**config.mk**
```make
export PLATFORM = sky130hd
export DESIGN_NAME = piso_cfg_shifter
export DESIGN_NICKNAME = d
export VERILOG_FILES = /design/src/rtl/piso_cfg_shifter.sv
export SDC_FILE = /design/constraint.sdc
export NUM_CORES = 1
export LEC_CHECK = 0
export BUFFER_PORTS_ARGS = -buffer_cell sky130_fd_sc_hd__buf_2
export CAP_MARGIN = 20
export CORE_ASPECT_RATIO = 1.5
export CORE_UTILIZATION = 45
export DETAILED_ROUTE_END_ITERATION = 6
export MAX_ROUTING_LAYER = met4
export PLACE_DENSITY = 0.78
export SYNTH_ARGS = -nofsm -noshare
export SYNTH_HDL_FRONTEND = slang
export SYNTH_SLANG_ARGS = --single-unit
export TNS_END_PERCENT = 50
```
**constraint.sdc**
```tcl
create_clock -name clk -period 1.9 [get_ports clk]
set_input_delay 0.475 -clock clk [delete_from_list [all_inputs] [get_ports clk]]
set_output_delay 0.475 -clock clk [all_outputs]
set_load 0.01 [all_outputs]
```
**src/rtl/piso_cfg_shifter.sv**
```systemverilog
// piso_cfg_shifter: parallel-in/serial-out shifter feeding the FPGA configuration
// scan chain. Words arrive over valid/ready into a one-deep holding buffer, move
// into the shift register, and leave LSB first with sen_o qualifying each bit.
// A frame is a programmed number of words; done_o pulses once the last bit is out.
module piso_cfg_shifter #(
  parameter int DATA_WIDTH = 128,
  parameter int CNT_WIDTH  = 8,
  parameter int WCNT_WIDTH = 16
) (
  input  logic                  clk,
  input  logic                  rst,
  input  logic                  en,
  input  logic                  start_i,
  input  logic [WCNT_WIDTH-1:0] word_count_i,
  input  logic                  abort_i,
  input  logic [DATA_WIDTH-1:0] data_i,
  input  logic                  valid_i,
  output logic                  ready_o,
  output logic                  sdata_o,
  output logic                  sen_o,
  output logic                  busy_o,
  output logic                  done_o
);

  localparam logic [1:0] ST_IDLE  = 2'd0;
  localparam logic [1:0] ST_SHIFT = 2'd1;
  localparam logic [1:0] ST_DONE  = 2'd2;

  localparam logic [CNT_WIDTH-1:0]  LAST_BIT = CNT_WIDTH'(DATA_WIDTH - 1);
  localparam logic [WCNT_WIDTH-1:0] ONE_WORD = WCNT_WIDTH'(1);
  localparam logic [CNT_WIDTH-1:0]  ONE_BIT  = CNT_WIDTH'(1);

  logic [1:0]            state_r;
  logic [1:0]            state_nx_s;
  logic [DATA_WIDTH-1:0] hold_r;
  logic [DATA_WIDTH-1:0] shreg_r;
  logic                  hold_full_r;
  logic                  sh_full_r;
  logic [CNT_WIDTH-1:0]  bitcnt_r;
  logic [WCNT_WIDTH-1:0] words_left_r;

  logic in_shift_s;
  logic shifting_s;
  logic last_bit_s;
  logic xfer_s;
  logic room_s;
  logic ready_s;
  logic hs_s;

  // Datapath qualifiers: shifting, last bit, hold->shreg transfer, frame room, handshake.
  always_comb begin
    in_shift_s = (state_r == ST_SHIFT);
    shifting_s = in_shift_s & sh_full_r & en;
    last_bit_s = shifting_s & (bitcnt_r == LAST_BIT);
    xfer_s     = in_shift_s & en & hold_full_r & (~sh_full_r | last_bit_s);
    // words_left counts words not yet fully sent; the word in shreg (if any) is
    // already accepted, so more may be taken only while words_left exceeds it.
    room_s     = (words_left_r > {{(WCNT_WIDTH-1){1'b0}}, sh_full_r});
    ready_s    = in_shift_s & ~hold_full_r & en & room_s;
    hs_s       = valid_i & ready_s;
  end

  // Frame sequencing: IDLE -> SHIFT (or straight to DONE for an empty frame) -> DONE -> IDLE.
  always_comb begin
    state_nx_s = state_r;
    case (state_r)
      ST_IDLE: begin
        if (start_i) begin
          if (|word_count_i) begin
            state_nx_s = ST_SHIFT;
          end else begin
            state_nx_s = ST_DONE;
          end
        end else begin
          state_nx_s = ST_IDLE;
        end
      end
      ST_SHIFT: begin
        if (last_bit_s && (words_left_r == ONE_WORD)) begin
          state_nx_s = ST_DONE;
        end else begin
          state_nx_s = ST_SHIFT;
        end
      end
      ST_DONE: state_nx_s = ST_IDLE;
      default: state_nx_s = ST_IDLE;
    endcase
  end

  // State, buffers and counters; abort wins over everything, en=0 freezes all.
  always_ff @(posedge clk or negedge rst) begin
    if (!rst) begin
      state_r      <= ST_IDLE;
      hold_r       <= '0;
      shreg_r      <= '0;
      hold_full_r  <= 1'b0;
      sh_full_r    <= 1'b0;
      bitcnt_r     <= '0;
      words_left_r <= '0;
    end else if (abort_i) begin
      state_r      <= ST_IDLE;
      hold_full_r  <= 1'b0;
      sh_full_r    <= 1'b0;
      bitcnt_r     <= '0;
      words_left_r <= '0;
    end else if (en) begin
      state_r <= state_nx_s;

      if ((state_r == ST_IDLE) && start_i) begin
        words_left_r <= word_count_i;
      end else if (last_bit_s) begin
        words_left_r <= words_left_r - ONE_WORD;
      end

      // A new handshake keeps the buffer full even when its old word moves on.
      if (hs_s) begin
        hold_r      <= data_i;
        hold_full_r <= 1'b1;
      end else if (xfer_s) begin
        hold_full_r <= 1'b0;
      end

      if (xfer_s) begin
        shreg_r   <= hold_r;
        sh_full_r <= 1'b1;
        bitcnt_r  <= '0;
      end else if (last_bit_s) begin
        shreg_r   <= shreg_r >> 1;
        sh_full_r <= 1'b0;
        bitcnt_r  <= '0;
      end else if (shifting_s) begin
        shreg_r  <= shreg_r >> 1;
        bitcnt_r <= bitcnt_r + ONE_BIT;
      end
    end
  end

  assign ready_o = ready_s;
  assign sen_o   = shifting_s;
  assign sdata_o = shifting_s & shreg_r[0];
  assign busy_o  = (state_r != ST_IDLE);
  assign done_o  = (state_r == ST_DONE) & en;

endmodule

```
* Yosys cells after proc, flatten, opt, wreduce, memory -nomap -nowiden
Index checks and enable logic that the tools add are counted.
** Word-level totals
- Bits in registers :: 284
- Input port bits :: 150
- Output and inout port bits :: 5
- Word-level logic and storage cells :: 73
** Cells by class
- $add $sub $neg :: 2
- $lt $le $gt $ge :: 1
- Eq/ne operators :: 4
- Muxes and demuxes :: 26
- Bitwise logic cells :: 16
- Reductions and logical operators :: 17
** Operators with widths (number)
- $mux 128 :: 3
- $mux 16 :: 4
- $mux 8 :: 5
- $eq 16x1->1 const B :: 1
- $gt 16x1->1 :: 1
- $reduce_or 16->1 :: 1
- $sub 16x1->16 const B :: 1
- $and 1x1->1 :: 12
- $reduce_bool 3->1 :: 4
- $mux 2 :: 5
- $add 8x1->8 const B :: 1
- $eq 8x7->1 const B :: 1
- $mux 1 :: 8
- $reduce_and 2->1 :: 4
- $reduce_and 3->1 :: 2
- $pmux 2 s2 :: 1
- $reduce_bool 2->1 :: 2
- $reduce_bool 4->1 :: 1
- $not 1->1 :: 3
- $eq 2x1->1 const B :: 1
- $eq 2x2->1 const B :: 1
- $logic_and 1x1->1 :: 2
- $logic_not 2->1 :: 1
- $or 1x1->1 :: 1

* Logic depth before layout (Yosys ltp)
Gate-level depths: netlist (run 1).
- Depth after elaboration :: 10
- Gate-level depth with buffers :: 10
- Depth with buffers taken out :: 7

* Worst setup path before layout (run 1)
Ideal clock, no wire load.
- Path kind :: register -> register
- From :: register words_left_r[0]
- To :: register hold_r[36]
- Library setup time :: 0.125 ns
- Data arrival time :: 1.979 ns
- Required time :: 1.775 ns
- Setup slack :: -0.204 ns
- Stages on the path, launching flop included :: 9
- Path buffers :: 2
- Clock period less this slack :: 2.104 ns
- Path through :: dfrtp_1 -> inv_1 -> ha_1 -> o21ai_0 -> nor4_2 -> or3_4 -> buf_12 -> buf_12 -> mux2_4
** On the way
- Cells in the longest elaborated chain, start to end :: 4
** RTL lines
- from (decl) :: RTL line 40 : logic [WCNT_WIDTH-1:0] words_left_r;
- from (signal assigned) :: RTL line 110 : words_left_r <= word_count_i;
- from (signal assigned) :: RTL line 112 : words_left_r <= words_left_r - ONE_WORD;
- $gt 16x1->1 :: RTL line 58 : room_s = (words_left_r > {{(WCNT_WIDTH-1){1'b0}}, sh_full_r});
- $and 1x1->1 :: RTL line 59 : ready_s = in_shift_s & ~hold_full_r & en & room_s;
- $and 1x1->1 :: RTL line 60 : hs_s = valid_i & ready_s;
- $reduce_and 3->1 (no source line)
- to (signal assigned) :: RTL line 117 : hold_r <= data_i;
- to (decl) :: RTL line 35 : logic [DATA_WIDTH-1:0] hold_r;
Every way passes these cells.
A chain may end at the register's enable or synchronous reset.

* Worst setup path in the final report (run 1)
- From :: register words_left_r[7]
- To :: output ready_o
** On the way
- Cells in the longest elaborated chain, start to end :: 2
** RTL lines
- $gt 16x1->1 :: RTL line 58
- $and 1x1->1 :: RTL line 59
- to (decl) :: RTL line 18 : output logic ready_o,
Every way passes these cells.

==> out/metrics.cfg, run 1 <==
[outcome]
run_status=finished with violations
violations=negative setup slack

[sta]
fin_crit_sh_pct=131
slew_violations=0
rsz0062_at_grt=yes
finalSetupViolCount=135
worst_slack_ps=-581
worst_pin_slew_ps=461
finClkSkew_ps=7.30
tns_ps=-54760
period_needed_ps=2480
finalHoldViolCount=0
fmax_mhz=403
worst_slew_margin_rel_pct=69.2
holdWs_ps=174

[routing]
firstDrtPassIters=5
wire_per_inst_um=18.8
postRouteAntennaNets=0
vias_per_cell=5.55
drt_iter0_markers=379
wirelength_um=30700
vias=9068
drc=0

[yosys]
syn_avg_cell_area_um2=11.3
synth-xor-area-share_pct=0.439
synth-simple-area-share_pct=13.0
synth_top_family_by_area=simple AND/OR/NAND/NOR gates
synth_edf_count=0
synth.distinct_cells=59
synthesis.nets=1210
synthCells=1056
synthArstFlopShare_pct=100
yosys_warnings=0
synth_top_flop_cell=dfrtp_1
synth-seq-cells=284
syn_area_um2=12000
synthMuxAreaShare_pct=12.5
synthAdderAreaFrac_pct=0.418
yosysSeqAreaShare_pct=59.4
synth-compound-area-share_pct=10.1

[run]
cap_viol_max_count=0

[floorplan]
start_util_pct=46.1
core_area_um2=25900
die_area_um2=27300
die_w_um=135
rows=72
pin_count=155
die_h_um=202

[finish]
num-nets-final=1437
drive_gt1_share_pct=35.9
area_delta_synth_final_pct=31.1
fillerInstances=2020
layout_commonest_cell=dfrtp_1
mostFrequentLayoutCells=dfrtp_1, nor2_1, buf_2, o22ai_1, mux2_4
utilization_pct=60.4

[worst_setup_path]
worstPathArrival_ps=2010
path_class=register to output port
rr_worst_depth=9
startpoint_type=register
worst_ep_required_time_ps=1420
cp_max_fo=2
rrSetupSlack_ps=-470
timing.rr.end=hold_r[15]
reg2reg_from=words_left_r[7]
critPathCaptureType=output port

[clock_network]
clk_pin_slew_ps=70
numCtsBuffers=27
clk_latency_ps=530
h-tree-depth=1
cts_tree=built
cts_buffer_depth=3
cts_sinks=284
cts_root_buf=clkbuf_16

[grt]
grt-ovfl-total=0
antenna_found_initial=1
grt_use_total_pct=23.0
grt_max_degree=74
grt_pass1_vias=9563
grt_first_pass_wirelength_um=48300

[power_and_ir_drop]
leakage_nw=8.01
vdd_ir_drop_max_mv=1.01
clock_power_share_pct=28.5
p_comb_share_pct=22.5
pwr-share-seq_pct=49.0
p_sw_mw=5.21
powerDensity_nw_per_um2=1260
switching_share_pct=26.4
finalPower_mw=19.7
internal-power_mw=14.5

[hold_path]
min_to=hold_r[36]
hold_depth=2
hp-class=primary input to register
min-delay-start=data_i[36]

[placed_design]
pre_cts_slack_ps=-381
routabilityCongestion=0.887
hpwl_um=17800
io_buffers=154

-- per-layer routing --
metal,routed length (um),global-route usage [%],up-vias
met4,736,6.78,0
met5,0,-,-
met3,1410,3.28,50
met1,12800,28.2,4546
met2,15700,39.0,274
li1,-,-,4198
-- cell type report --
class                   count  area (um2)  area share, %
repair buffers            265        2270           14.5
multi-input cells         697        4930           31.4
clock buffers              37         773           4.93
clock inverters             8         148          0.942
diodes                      1        2.50         0.0160
well taps                 333         417           2.66
inverters                   8        30.0          0.192
flip-flops and latches    284        7110           45.3
-- metrics by stage --
| stage | cell area (um2) | std cells |
|---|---|---|
| 3_3_place_gp | 13500 | 1552 |
| 6_report | 15700 | 1633 |
| 4_1_cts | 15400 | 1627 |
| 2_1_floorplan | 12000 | 1056 |
| 3_5_place_dp | 13500 | 1552 |
| 5_1_grt | 15700 | 1633 |
-- worst max-delay path: stages (launching register included) --
cell,delay (ps)
dfrtp_1,410
nor4_4,350
nand4_1,220
nor4_4,230
nor3_1,120
buf_2,160
-- power groups by stage --
stage                     registers [mW]  clock network (mW)  logic, mW
after floorplan                     9.14                   0       2.55
after global routing                9.88                5.98       4.82
after detailed placement            9.57                   0       3.39
after global placement              9.48                   0       3.21
final                               9.66                5.62       4.44
after CTS                           9.55                5.71       4.13
-- how the worst max path moves through the flow --
stage	startpoint	cells past startpoint	endpoint
final	words_left_r[7]	5	ready_o
after global routing	words_left_r[7]	5	ready_o
after CTS	words_left_r[7]	5	ready_o
after detailed placement	words_left_r[7]	7	hold_r[115]
after global placement	words_left_r[7]	7	hold_r[89]
after floorplan	words_left_r[0]	8	hold_r[36]
-- cell usage after synthesis (11+ instances only) --
master    count  area share [%]
nor2_1      279             8.8
a21oi_1      20            0.84
buf_12       11             1.8
mux2_2      118              11
o21ai_0      21            0.88
dfrtp_1     284              59
clkbuf_1     31            0.97
nor3_1       13            0.54
o22ai_1     130             6.8
buf_2        12            0.50
nand2_1      21            0.66
-- flip-flops by register name (all words and copies together) (netlist names) --
register	cells
hold_full_r	1
words_left_r	16
state_r	2
sh_full_r	1
bitcnt_r	8
shreg_r	128
hold_r	128
-- timing repair --
action,in CTS,in global routing
pin swaps,2,6
setup endpoints to repair,135,214
hold buffers,1,0
buffers inserted,14,11
gates cloned,15,3
endpoints found under the hold margin,25,0
resized for setup,115,76
-- kinds of logic (layout without fill, tap and decap cells) --
kind of cell	Yosys count	after routing
muxes	130	130
AOI/OAI and AO/OA	194	194
other	0	1
adders and majority gates	4	4
DFF	284	284
buffers and inverters	75	318
and+or+nand+nor	363	363
xor gates and xnor gates	6	6
Power figures use the tool's default switching activity.
==> run 2, diff against run 1 <==
--- a/config.mk
+++ b/config.mk
@@ -12,6 +12,7 @@
 export DETAILED_ROUTE_END_ITERATION = 6
 export MAX_ROUTING_LAYER = met4
 export PLACE_DENSITY = 0.78
+export RECOVER_POWER = 25
 export SYNTH_ARGS = -nofsm -noshare
 export SYNTH_HDL_FRONTEND = slang
 export SYNTH_SLANG_ARGS = --single-unit
==> out/metrics.cfg, run 2 (synthesized netlist as in run 1, its figures left out) <==
[outcome]
run_status=finished with violations
violations=negative setup slack

[hold_path]
hold_depth=2  ; unchanged
hp-class=primary input to register

[clock_network]
cts_root_buf=clkbuf_16
cts_sinks=284  ; unchanged
clk_pin_slew_ps=70  ; about the same
numCtsBuffers=27  ; unchanged
clk_latency_ps=530  ; about the same
cts_buffer_depth=3  ; unchanged
h-tree-depth=1  ; unchanged
cts_tree=built

[worst_setup_path]
cp_max_fo=2  ; unchanged
cp_common_cell=nor4_4
crit_family=simple AND/OR/NAND/NOR gates
critPathCaptureType=output port
cp_num_buf_inv=1  ; unchanged
worst_ep_required_time_ps=1420  ; about the same
startpoint_type=register
path_depth=5  ; unchanged
path_cells=nor4_4 > nand4_1 > nor4_4 > nor3_1 > buf_2
path_class=register to output port
max_stage_delay_ps=410  ; about the same
crit_slowest_cell=dfrtp_1
worstPathArrival_ps=2010  ; about the same
rr_worst_depth=9  ; unchanged

[floorplan]
die_h_um=202  ; unchanged
pin_count=155  ; unchanged
die_w_um=135  ; unchanged
rows=72  ; unchanged
die_area_um2=27300  ; unchanged
start_util_pct=46.1  ; unchanged
core_area_um2=25900  ; unchanged

[power_and_ir_drop]
switching_share_pct=26.4  ; about the same
internal-power_mw=14.5  ; about the same
p_comb_share_pct=22.5  ; about the same
powerDensity_nw_per_um2=1260  ; +0.15%
leakage_nw=8.00  ; -0.17%
vdd_ir_drop_max_mv=1.01  ; -0.12%
p_sw_mw=5.20  ; -0.16%
clock_power_share_pct=28.5  ; about the same
pwr-share-seq_pct=49.0  ; about the same

[finish]
mostFrequentLayoutCells=dfrtp_1, nor2_1, buf_2, o22ai_1, mux2_4
largest_registers=hold_r x128, shreg_r x128, words_left_r x16
layout_commonest_cell=dfrtp_1
num-nets-final=1437  ; unchanged
drive_gt1_share_pct=35.9  ; unchanged
area_delta_synth_final_pct=30.7

[sta]
worst_slew_margin_rel_pct=34.2  ; -35 points
tns_ps=-54790  ; -36.7 ps
finalHoldViolCount=0  ; unchanged
worst_pin_slew_ps=987  ; +527 ps
finalSetupViolCount=136  ; +0.74%
finClkSkew_ps=7.42  ; +0.111 ps
fmax_mhz=403  ; about the same
period_needed_ps=2480  ; -0.620 ps
worst_slack_ps=-580  ; +0.620 ps
rsz0062_at_grt=yes
fin_crit_sh_pct=131  ; about the same
holdWs_ps=175  ; +0.159 ps
slew_violations=0  ; unchanged

[grt]
grt_max_degree=74  ; unchanged
grt_first_pass_wirelength_um=48300  ; unchanged
grt-ovfl-total=0  ; unchanged
antenna_found_initial=1  ; unchanged
grt_pass1_vias=9563  ; unchanged
grt_use_total_pct=23.0  ; unchanged

[routing]
wire_per_inst_um=18.7  ; -0.21%
drc=0  ; unchanged
postRouteAntennaNets=0  ; unchanged
wirelength_um=30600  ; -0.21%
drt_iter0_markers=407  ; +7.4%
vias=9055  ; -0.14%
firstDrtPassIters=5  ; unchanged
vias_per_cell=5.55  ; -0.14%

[placed_design]
hpwl_um=17800  ; unchanged
io_buffers=154  ; unchanged
routabilityCongestion=0.887  ; unchanged
pre_cts_slack_ps=-381  ; unchanged

[run]
cap_viol_max_count=0  ; unchanged

run 2: power by group through the flow:
stage / registers [mW] / clock network (mW) / logic (mW)
after global placement: 9.48 / 0 / 3.21
after detailed placement: 9.57 / 0 / 3.39
after CTS: 9.55 / 5.71 / 4.13
after floorplan: 9.14 / 0 / 2.55
after global routing: 9.88 / 5.98 / 4.81
final: 9.66 / 5.62 / 4.43
run 2: cell type report:
cell class	count	area, um2
repair buffers	265	2230
well taps	333	417
clock buffers	37	773
inverters	8	30.0
clock inverters	8	148
flip-flops and latches	284	7110
fillers	2024	10300
diodes	1	2.50
multi-input cells	697	4930
run 2: stage by stage:
step,power [mW],utilization [%],instance area [um2],std cells
5_1_grt,20.7,60.3,15600,1633
2_1_floorplan,11.7,-,12000,1056
3_5_place_dp,13.0,52.1,13500,1552
3_3_place_gp,12.7,52.1,13500,1552
4_1_cts,19.4,59.5,15400,1627
6_report,19.7,60.3,15600,1633
run 2: final timing paths:
kind / startpoint / slack [ps] / endpoint
max: words_left_r[7] / -580 / ready_o
max reg2reg: words_left_r[7] / -470 / hold_r[15]
max in group asynchronous: rst / 190 / hold_r[98]
min in group asynchronous: rst / 650 / words_left_r[6]
min: data_i[36] / 170 / hold_r[36]
min reg2reg: hold_r[126] / 510 / hold_r[126]
run 2: repair_timing:
action | 4_1_cts | 5_1_grt
pin swaps | 2 | 6
resized for setup | 115 | 76
hold buffers | 1 | 0
setup endpoints to repair | 135 | 214
cloned | 15 | 3
hold endpoints to repair | 25 | 0
buffers inserted | 14 | 11
run 2: layer usage:
layer  global-route usage, %  up-vias  share of wire, %  wire [um]
li1                        -     4195                 -          -
met1                    28.2     4520                42      12700
met2                    39.0      290                51      15700
met3                    3.28       50               4.8       1480
met4                    6.78        0               2.4        736
met5                       -        -                 0          0
